File: src/rtl/fifo_arb_pkg.sv
// Shared constants and types for the FIFO push arbiter.
// Data width and FIFO depth come from the `Width and `Depth_bits macros (defaults 8 and 3).
`ifndef Width
`define Width 8
`endif
`ifndef Depth_bits
`define Depth_bits 3
`endif

package fifo_arb_pkg;

  localparam int WIDTH    = `Width;
  localparam int DEPTH    = 2 ** `Depth_bits;
  localparam int CREDIT_W = $clog2(DEPTH + 1);

  typedef logic [CREDIT_W-1:0] credit_t;

  localparam credit_t CREDIT_MAX = credit_t'(DEPTH);

  typedef enum logic [1:0] {
    RUN   = 2'd0,
    DRAIN = 2'd1,
    DONE  = 2'd2
  } state_t;

endpackage

File: src/rtl/fifo_push_arbiter_rr_arbiter.sv
// Rotating-priority grant: the first asserted request at or after ptr, wrapping modulo N.
// Purely combinational; the pointer register lives in the parent.
module rr_arbiter #(
  parameter int N = 4
) (
  input  logic [N-1:0]         req,
  input  logic [$clog2(N)-1:0] ptr,
  output logic [N-1:0]         gnt,
  output logic [$clog2(N)-1:0] gnt_idx,
  output logic                 gnt_any
);

  localparam int PTR_W = $clog2(N);

  int               sum;
  logic [PTR_W-1:0] idx;

  always_comb begin
    gnt     = '0;
    gnt_idx = '0;
    gnt_any = 1'b0;
    sum     = 0;
    idx     = '0;
    for (int k = 0; k < N; k++) begin
      sum = int'(ptr) + k;
      if (sum >= N) sum = sum - N;
      idx = PTR_W'(sum);
      if (!gnt_any && req[idx]) begin
        gnt[idx] = 1'b1;
        gnt_idx  = idx;
        gnt_any  = 1'b1;
      end
    end
  end

endmodule

File: src/rtl/fifo_push_arbiter.sv
// Round-robin arbiter for the sync FIFO push port with credit-based overflow protection and drain handshake.
// Optional per-requester grant counters when FIFO_ARB_STATS_EN is defined.
//   state | meaning
//   RUN   | normal arbitration, grants while credits remain
//   DRAIN | grants blocked, waiting for FIFO empty and no push in flight
//   DONE  | drained; drain_done pulses on entry, back to RUN when drain_req drops
module fifo_push_arbiter
  import fifo_arb_pkg::*;
#(
  parameter int N_REQ = 4
) (
  input  logic                   clk,
  input  logic                   reset,
  input  logic [N_REQ-1:0]       req_valid,
  input  logic [N_REQ*WIDTH-1:0] req_data,
  output logic [N_REQ-1:0]       req_ready,
  output logic                   push,
  output logic [WIDTH-1:0]       w_data,
  input  logic                   valid,
  input  logic                   drain_req,
  output logic                   drain_done,
`ifdef FIFO_ARB_STATS_EN
  output logic [N_REQ*16-1:0]    grant_cnt,
`endif
  output credit_t                credits
);

  localparam int PTR_W = $clog2(N_REQ);

  state_t           state, state_nxt;
  logic [PTR_W-1:0] rr_ptr;
  logic             grant_en;
  logic             done_set;
  logic [N_REQ-1:0] gnt;
  logic [PTR_W-1:0] gnt_idx;
  logic             gnt_any;

  // Drain blocks grants in the very cycle it is requested, before the FSM moves.
  assign grant_en = (state == RUN) && !drain_req && (credits != '0);

  rr_arbiter #(.N(N_REQ)) u_rr (
    .req     (req_valid & {N_REQ{grant_en}}),
    .ptr     (rr_ptr),
    .gnt     (gnt),
    .gnt_idx (gnt_idx),
    .gnt_any (gnt_any)
  );

  assign req_ready = gnt;

  always_comb begin
    state_nxt = state;
    done_set  = 1'b0;
    case (state)
      RUN:   if (drain_req) state_nxt = DRAIN;
      DRAIN: if (credits == CREDIT_MAX && !push) begin
               state_nxt = DONE;
               done_set  = 1'b1;
             end
      DONE:  if (!drain_req) state_nxt = RUN;
      default: state_nxt = RUN;
    endcase
  end

  always_ff @(posedge clk) begin
    if (!reset) begin
      state      <= RUN;
      push       <= 1'b0;
      w_data     <= '0;
      rr_ptr     <= '0;
      credits    <= CREDIT_MAX;
      drain_done <= 1'b0;
    end else begin
      state      <= state_nxt;
      drain_done <= done_set;
      push       <= gnt_any;
      if (gnt_any) begin
        w_data <= req_data[gnt_idx*WIDTH +: WIDTH];
        rr_ptr <= (gnt_idx == PTR_W'(N_REQ - 1)) ? '0 : gnt_idx + 1'b1;
      end
      // Debit at grant so the in-flight entry is already counted; a pop at full is ignored.
      if (gnt_any && !valid) begin
        if (credits != '0) credits <= credits - 1'b1;
      end else if (!gnt_any && valid) begin
        if (credits != CREDIT_MAX) credits <= credits + 1'b1;
      end
    end
  end

`ifdef FIFO_ARB_STATS_EN
  for (genvar i = 0; i < N_REQ; i++) begin : g_stats
    always_ff @(posedge clk) begin
      if (!reset) begin
        grant_cnt[i*16 +: 16] <= '0;
      end else if (gnt[i] && grant_cnt[i*16 +: 16] != 16'hFFFF) begin
        grant_cnt[i*16 +: 16] <= grant_cnt[i*16 +: 16] + 16'd1;
      end
    end
  end
`endif

endmodule

File: config.mk
export PLATFORM = sky130hd
export DESIGN_NAME = fifo_push_arbiter
export DESIGN_NICKNAME = d
export VERILOG_FILES = /design/src/rtl/fifo_arb_pkg.sv /design/src/rtl/fifo_push_arbiter_rr_arbiter.sv /design/src/rtl/fifo_push_arbiter.sv
export SDC_FILE = /design/constraint.sdc
export NUM_CORES = 1
export LEC_CHECK = 0
export ABC_CLOCK_PERIOD_IN_PS = 6900
export CORE_UTILIZATION = 30
export DETAILED_ROUTE_END_ITERATION = 16
export PLACE_DENSITY = 0.56
export SLEW_MARGIN = 25
export SYNTH_ARGS = -nofsm -noshare
export SYNTH_HDL_FRONTEND = slang
export SYNTH_HIERARCHICAL = 1
export SYNTH_SLANG_ARGS = --single-unit
File: constraint.sdc
create_clock -name clk -period 6.9 [get_ports clk]
set_clock_uncertainty 0.2 [all_clocks]
set_input_delay 1.38 -clock clk [delete_from_list [all_inputs] [get_ports clk]]
set_output_delay 1.38 -clock clk [all_outputs]
set_load 0.01 [all_outputs]
# == Word-level counts from Yosys, hierarchy flattened ==
# Index checks and enable logic that the tools add are counted.
# word_totals
wordCells,110
out_inout_bits,18
register_bits,18
input_bits,40
# classes
n_addsub,10
n_lt_le_gt_ge,12
n_mux,42
shift,1
bitwise,4
n_eq_ne,9
reduce_logical,26
# ops
cell,n
$mux W4,8
$shiftx A32 B6 Y8,1
$mux W2,12
$mux W1,13
$logic_and A1 B1 Y1,12
$lt A2 B3 Y1 const B,4
$or A4 B4 Y4,3
$ge A3 B3 Y1 const B,3
$bmux W1 S2,4
$demux W1 S2,4
$ge A2 B1 Y1 const B,4
$sub A2 B1 Y2 const B,4
$logic_not A1 Y1,7
$add A2 B2 Y3 const B,2
$ne A2 B2 Y1 const B,3
$pmux W2 S3,1
$reduce_and A3 Y1,2
$add A4 B1 Y4 const B,1
$and A4 B4 Y4,1
$eq A2 B2 Y1 const B,2
$eq A4 B4 Y1 const B,1
$ne A4 B4 Y1 const B,1
$reduce_bool A2 Y1,2
$reduce_bool A4 Y1,1
8 further kinds,8

# == Logic depth before layout (Yosys ltp) ==
# Gate-level depths: netlist of the first run.
# depth
word_depth,20
depth_mapped,16
depth_no_buf,13

# == Modules after synthesis ==
# The synthesis of the first run kept the hierarchy.
# modules_own_cells
mod,area_per_inst_um2,seq_area_each_um2,cells_each,instances
fifo_push_arbiter,1082.3,360.3,98,1
rr_arbiter,419.2,0.0,45,1

# == Worst setup path before layout of the first run ==
# OpenSTA, ideal clock, no wires.
# synth_timing
path_kind,in2out
startpoint,input drain_req
endpoint,output req_ready[3]
setup_slack_ns,2.513
n_path_buf,1
path_stages,7
arrival_ns,2.807
cell_sequence,a2111oi_2 and2_1 mux4_2 buf_6 and2b_2 a22oi_1 o21ai_0
# synth_between
elab_chain_len,16
word_cells_on_any_way,28
classes_between,mux: 15; bitwise: 4; reduce/logical: 9
# synth_rtl
element,line_no,text
from (decl),fifo_push_arbiter.sv:20,"input logic drain_req,"
$logic_not A1 Y1 (*),-,
$logic_and A1 B1 Y1 (*) (2 in series),fifo_push_arbiter.sv:39,assign grant_en = (state == RUN) && !drain_req && (credits != '0);
$and A4 B4 Y4 (*),fifo_push_arbiter.sv:42,".req (req_valid & {N_REQ{grant_en}}),"
$bmux W1 S2,fifo_push_arbiter_rr_arbiter.sv:28,if (!gnt_any && req[idx]) begin
$mux W1 (not written as such),fifo_push_arbiter_rr_arbiter.sv:28,
$mux W1,fifo_push_arbiter_rr_arbiter.sv:28,
$logic_not A1 Y1,fifo_push_arbiter_rr_arbiter.sv:28,
$logic_and A1 B1 Y1,fifo_push_arbiter_rr_arbiter.sv:28,
$mux W1,fifo_push_arbiter_rr_arbiter.sv:28,
$logic_not A1 Y1,fifo_push_arbiter_rr_arbiter.sv:28,
$logic_and A1 B1 Y1,fifo_push_arbiter_rr_arbiter.sv:28,
$mux W1,fifo_push_arbiter_rr_arbiter.sv:28,
$logic_not A1 Y1,fifo_push_arbiter_rr_arbiter.sv:28,
$logic_and A1 B1 Y1,fifo_push_arbiter_rr_arbiter.sv:28,
$mux W4 (*),fifo_push_arbiter_rr_arbiter.sv:28,
to (decl),fifo_push_arbiter.sv:16,"output logic [N_REQ-1:0] req_ready,"
# Mark *: on every way between the ends. The rest lies on a longest branch, timed or not. The select of a mux whose other input is x is not followed.

# == Worst setup path after layout of the first run ==
# layout_timing
startpoint,input drain_req
endpoint,output req_ready[2]
# The elaborated chain is that of the path after synthesis.

==> out/results.ini, run 1 <==
[outcome]
status=finished clean

[global_route]
grt_pass1_vias=1302
met3_usage=0.03177
grt_pass1_wl_um=5802
grt_max_degree=20
overflow=0
antenna_found_initial=0
grt_busiest_layer=met2
grt_util_all_layers=0.1389
grt_use_met1=0.1748
met2_usage=0.2409

[floorplan]
die_w_um=72.75
dieArea_um2=5292
ios=58
start_util=0.3158
die_h_um=72.75
placementRows=25
core_region_area_um2=4755

[worst_setup_path]
critPathSlowestCell=mux4_2
required_ps=5320
crit_chain=clkdlybuf4s50_1 -> a2111oi_2 -> and2_1 -> mux4_2 -> nor4b_4 -> a22oi_1 -> o21ai_0 -> clkdlybuf4s50_1
arrival_ps=4070
cp_num_buf_inv=2
worstSetupPathType=in2out
crit_fanout=13
critical-path-max-stage-delay_ps=630
path_common_cell=clkdlybuf4s50_1
start_kind=input port
end_kind=output pin
critical_path.top_delay_family=buffers and inverters
r2r-start=credits[0]
crit_start=drain_req

[routing]
routed_wirelength_um=3627
vias_per_cell=5.198
drt_iter0_drc=54
num_vias=1362
post_drt_wl_per_cell_um=13.84
final_antenna_net_count=0
firstDrtPassIters=4
drc=0

[place]
hpwl_um=2794
gp_congestion=0.7827
port_buffers=57
post-place-ws_ps=1259
placed_area_um2=2103

[synth]
synth_cell_types=39
synth_area_leader_cell=dfxtp_1
synth_area_per_cell_um2=10.50
synth_cells=143
synth-seq-area-share=0.2400
synth_ff_type=dfxtp_1
synth_top_area_share=0.2400
synth_seq_cells=18
syn_area_um2=1501
yosysWarnings=6
synthesis.nets=192
synth_area_leaders=dfxtp_1 (24%), mux4_2 (12%), mux2i_1 (8.0%), ha_1 (7.5%), mux4_1 (7.0%)
synth_edf_count=0
synthArstFlopShare=0

[sta]
hold_violations=0
setup_slack_ps=1254
fmax_mhz=177.1
max_slew_margin=0.4633
drv_slew=0
fin_crit_sh=0.8182
timing.hold.ws_ps=332.5
tightest_slew_ps=805.1
setup_viol=0
post-route-min-period_ps=5646
rsz0062_at_grt=false
fin_tns_setup_ps=0

[finish]
synthToLayoutAreaGrowth_pct=42.83
layout-drive-gt1-share=0.09744
diodes=0
final_common_cell=clkdlybuf4s50_1
nets=246
design_area_um2=2145
mostFrequentLayoutCells=clkdlybuf4s50_1 (57), dfxtp_1 (18), mux2i_1 (12), nor2b_1 (10), ha_1 (9)
n_fill_cell=459

[clocking]
post_cts_buffers=0
root_buffer=clkbuf_8
cts.sinks=18
tritoncts=yes
cts.clk_slew.worst_paths_ps=60
clockBufferDepth=2
clk_latency_ps=250
cts_resized=0
htree_num_levels=1
cts_made_buffers=3
hold_buffers=0

[min_path]
hold_class=reg2reg
worstHoldStart=state[1]

[pwr]
power_density_nw_per_um2=409.5
power_w=0.0008782
leakage_nw=0.8142
peakVddDrop_v=0.0001497

[run]
cap_violations=0

## synthesized netlist by cell type, types with 2 or more instances
library cell,number
a21oi_1,4
mux2_2,2
ha_1,9
and2_1,7
nand2b_1,2
mux4_1,4
nor2_1,6
a22oi_1,8
nor3b_1,2
xor2_1,3
clkbuf_1,3
buf_6,3
mux2i_1,12
o21ai_0,7
buf_4,2
inv_1,6
dfxtp_1,18
mux4_2,8
nand2_1,5
nor2b_1,10
nor4_1,2
o211ai_1,3
## worst register-to-register path: stages, from the launching register on
cell       delay [ps]
dfxtp_1           400
nor3_4            290
a2111oi_2         130
and2_1            220
mux4_2            630
nor3_1            320
nand2b_1          490
ha_1              510
xor2_1            180
ha_1              190
a21oi_1           160
xnor2_1           160
nand2_1            90
mux2i_1           140
## power breakdown
part / switching, W / leakage [nW] / internal [W] / total, W
clock: 0.0000326 / 0.0216 / 0.0000387 / 0.0000714
combinational: 0.000289 / 0.644 / 0.000330 / 0.000620
sequential: 0.0000469 / 0.148 / 0.000140 / 0.000187
## metal layers
layer	share of wire	wire, µm
met4	0.0074	27
met3	0.072	260
met5	0	0
met1	0.44	1607
met2	0.48	1731
## path summary, 6_finish.rpt
check / cells after the start / slack (ps) / to
worst max-delay path: 8 / 1250 / req_ready[2]
worst min-delay path: 1 / 330 / drain_done
worst max register to register: 13 / 2670 / credits[2]
worst min register to register: 1 / 330 / drain_done
## cell type report
cell class              instances  area, µm²  share of cell area
multi-input cells             110       1059              0.4936
well taps                      67      83.83             0.03909
inverters                       6      22.52             0.01050
flip-flops and latches         18      360.3              0.1680
repair buffers                 58      578.1              0.2695
clock buffers                   3      41.29             0.01925
## flip-flops by register name, indices dropped and copies added, names as in the netlist
name and count:
w_data 8, credits 4, rr_ptr 2, state 2, drain_done 1, push 1
## per-stage QoR
stage / utilization / std cells
floorplan: - / 143
global placement: 0.4424 / 259
detailed placement: 0.4424 / 259
CTS: 0.4511 / 262
global route: 0.4511 / 262
finish: 0.4511 / 262
## cell families (layout without fill, tap and decap cells)
family | after synthesis | in the layout | synth area share
compound gates | 28 | 28 | 0.1308
fa+ha+maj | 9 | 9 | 0.07500
flops | 18 | 18 | 0.2400
mux | 26 | 26 | 0.2850
xor+xnor | 4 | 4 | 0.02334
buf+inv | 15 | 67 | 0.05832
simple gates | 43 | 43 | 0.1875
Note: power is estimated with default switching activity, not from simulation.
==> run 2: changes to the inputs <==
--- a/config.mk
+++ b/config.mk
@@ -5,10 +5,10 @@
 export SDC_FILE = /design/constraint.sdc
 export NUM_CORES = 1
 export LEC_CHECK = 0
-export ABC_CLOCK_PERIOD_IN_PS = 6900
+export ABC_CLOCK_PERIOD_IN_PS = 4500
 export CORE_UTILIZATION = 30
 export DETAILED_ROUTE_END_ITERATION = 16
-export PLACE_DENSITY = 0.56
+export PLACE_DENSITY = 0.59
 export SLEW_MARGIN = 25
 export SYNTH_ARGS = -nofsm -noshare
 export SYNTH_HDL_FRONTEND = slang
==> constraint.sdc (replaced) <==
create_clock -name clk -period 4.5 [get_ports clk]
set_clock_uncertainty 0.2 [all_clocks]
set_input_delay 0.9 -clock clk [delete_from_list [all_inputs] [get_ports clk]]
set_output_delay 0.9 -clock clk [all_outputs]
set_load 0.01 [all_outputs]
==> out/results.ini, run 2 (synthesis results as in run 1) <==
[run]
cap_violations=0  ; unchanged

[worst_setup_path]
critical-path-max-stage-delay_ps=550  ; -80 ps
start_kind=input port
critPathSlowestCell=mux4_2
required_ps=3400  ; -1920 ps
worstSetupPathType=in2out
crit_fanout=6  ; -7
critical_path.top_delay_family=buffers and inverters
cp_num_buf_inv=3  ; +1
crit_chain=clkdlybuf4s50_1 -> a2111oi_2 -> and2_1 -> mux4_2 -> nor4b_4 -> buf_4 -> a22oi_1 -> o21ai_0 -> dlygate4sd2_1
arrival_ps=3190  ; -880 ps
end_kind=output pin

[clocking]
clockBufferDepth=2  ; unchanged
clk_latency_ps=250  ; about the same
cts_made_buffers=3  ; unchanged
htree_num_levels=1  ; unchanged
cts.clk_slew.worst_paths_ps=60  ; about the same
tritoncts=yes
root_buffer=clkbuf_8
cts.sinks=18  ; unchanged
hold_buffers=0  ; unchanged

[floorplan]
ios=58  ; unchanged
placementRows=25  ; unchanged
core_region_area_um2=4755  ; unchanged
die_h_um=72.75  ; unchanged
die_w_um=72.75  ; unchanged
dieArea_um2=5292  ; unchanged
start_util=0.3158  ; unchanged

[routing]
post_drt_wl_per_cell_um=13.96  ; +0.84%
vias_per_cell=4.956  ; -4.7%
final_antenna_net_count=0  ; unchanged
drt_iter0_drc=73  ; +35%
routed_wirelength_um=3783  ; +4.3%
drc=0  ; unchanged
firstDrtPassIters=4  ; unchanged
num_vias=1343  ; -1.4%

[finish]
largest-register=w_data
design_area_um2=2211  ; +3.1%
nets=255  ; +3.7%
largest_reg_flops=8  ; unchanged
largestRegisters=w_data x8, credits x4
fin_cells=271  ; +3.4%
synthToLayoutAreaGrowth_pct=47.25
mostFrequentLayoutCells=clkdlybuf4s50_1 (53), dfxtp_1 (18), mux2i_1 (12), nor2b_1 (10), buf_4 (10)
layout-drive-gt1-share=0.1422  ; +0.04472
diodes=0  ; unchanged
final_common_cell=clkdlybuf4s50_1

[sta]
max_slew_margin=0.5903  ; +0.1270
drv_slew=0  ; unchanged
rsz0062_at_grt=false
hold_violations=0  ; unchanged
fin_crit_sh=0.9531
fmax_mhz=233.2
setup_viol=0  ; unchanged
tightest_slew_ps=613.7  ; -191.3 ps
post-route-min-period_ps=4289

[outcome]
status=finished clean

[pwr]
power_w=0.001393  ; +59%
leakage_nw=0.8960  ; +10%
peakVddDrop_v=0.0002309  ; +54%
power_density_nw_per_um2=629.9  ; +54%

[global_route]
antenna_found_initial=0  ; unchanged
grt_util_all_layers=0.1533  ; +0.01434
overflow=0  ; unchanged
grt_pass1_wl_um=6334  ; +9.2%
grt_max_degree=20  ; unchanged
grt_pass1_vias=1342  ; +3.1%

[place]
hpwl_um=2895  ; +3.6%
gp_congestion=0.7976  ; +1.9%
port_buffers=57  ; unchanged
place_inst=263  ; +1.5%
placed_area_um2=2133  ; +1.4%

[min_path]
hold_class=reg2reg

[run 2: area by class of cell]
type	instances	area [µm²]
clock buffer	3	41.29
fill	465	2544
inverter	6	22.52
multi-input combinational	110	1055
sequential	18	360.3
tap	67	83.83
timing repair buffer	67	648.1
[run 2: path summary, 6_finish.rpt]
path	cells past startpoint	start	slack [ps]	to
worst max-delay path	9	drain_req	210	req_ready[0]
worst min register to register	2	w_data[7]	330	w_data[7]
worst max register to register	13	rr_ptr[0]	740	credits[2]
worst min-delay path	2	w_data[7]	330	w_data[7]
[run 2: worst register-to-register path, delay by kind of cell (launching register included)]
family | cells | cell delay (ps)
fa+ha+maj | 3 | 850
flops | 1 | 710
simple gates | 3 | 570
mux | 2 | 510
buf+inv | 2 | 330
xor+xnor | 2 | 310
compound gates | 1 | 150
[run 2: metrics by stage]
step           utilization  TNS, ps  setup slack [ps]  hold slack (ps)
3_5_place_dp        0.4487   -150.5            -50.53            314.8
4_1_cts             0.4624        0             53.11            336.5
6_report            0.4650        0             211.2            330.4
5_1_grt             0.4650        0             70.84            357.2
2_1_floorplan            -        0             983.6            277.8
3_3_place_gp        0.4487        0             39.54            296.7
[run 2: layer usage]
metal | up-vias | wire [µm] | GRT usage
li1 | 661 | - | -
met1 | 618 | 1652 | 0.1972
met2 | 58 | 1777 | 0.2544
met3 | 6 | 308 | 0.03867
met4 | 0 | 44 | 0.04357
met5 | - | 0 | 0
[run 2: power breakdown]
group / total (W) / internal, W / switching, W
clock network: 0.000108 / 0.0000593 / 0.0000489
logic: 0.000996 / 0.000542 / 0.000454
registers: 0.000288 / 0.000215 / 0.0000732
total: 0.00139 / 0.000817 / 0.000576
[run 2: repair_timing]
item	CTS	global route
endpoints found under the hold margin	0	0
setup endpoints to repair	4	2
resized for setup	3	2
buffers inserted	4	1
pin swaps	1	1
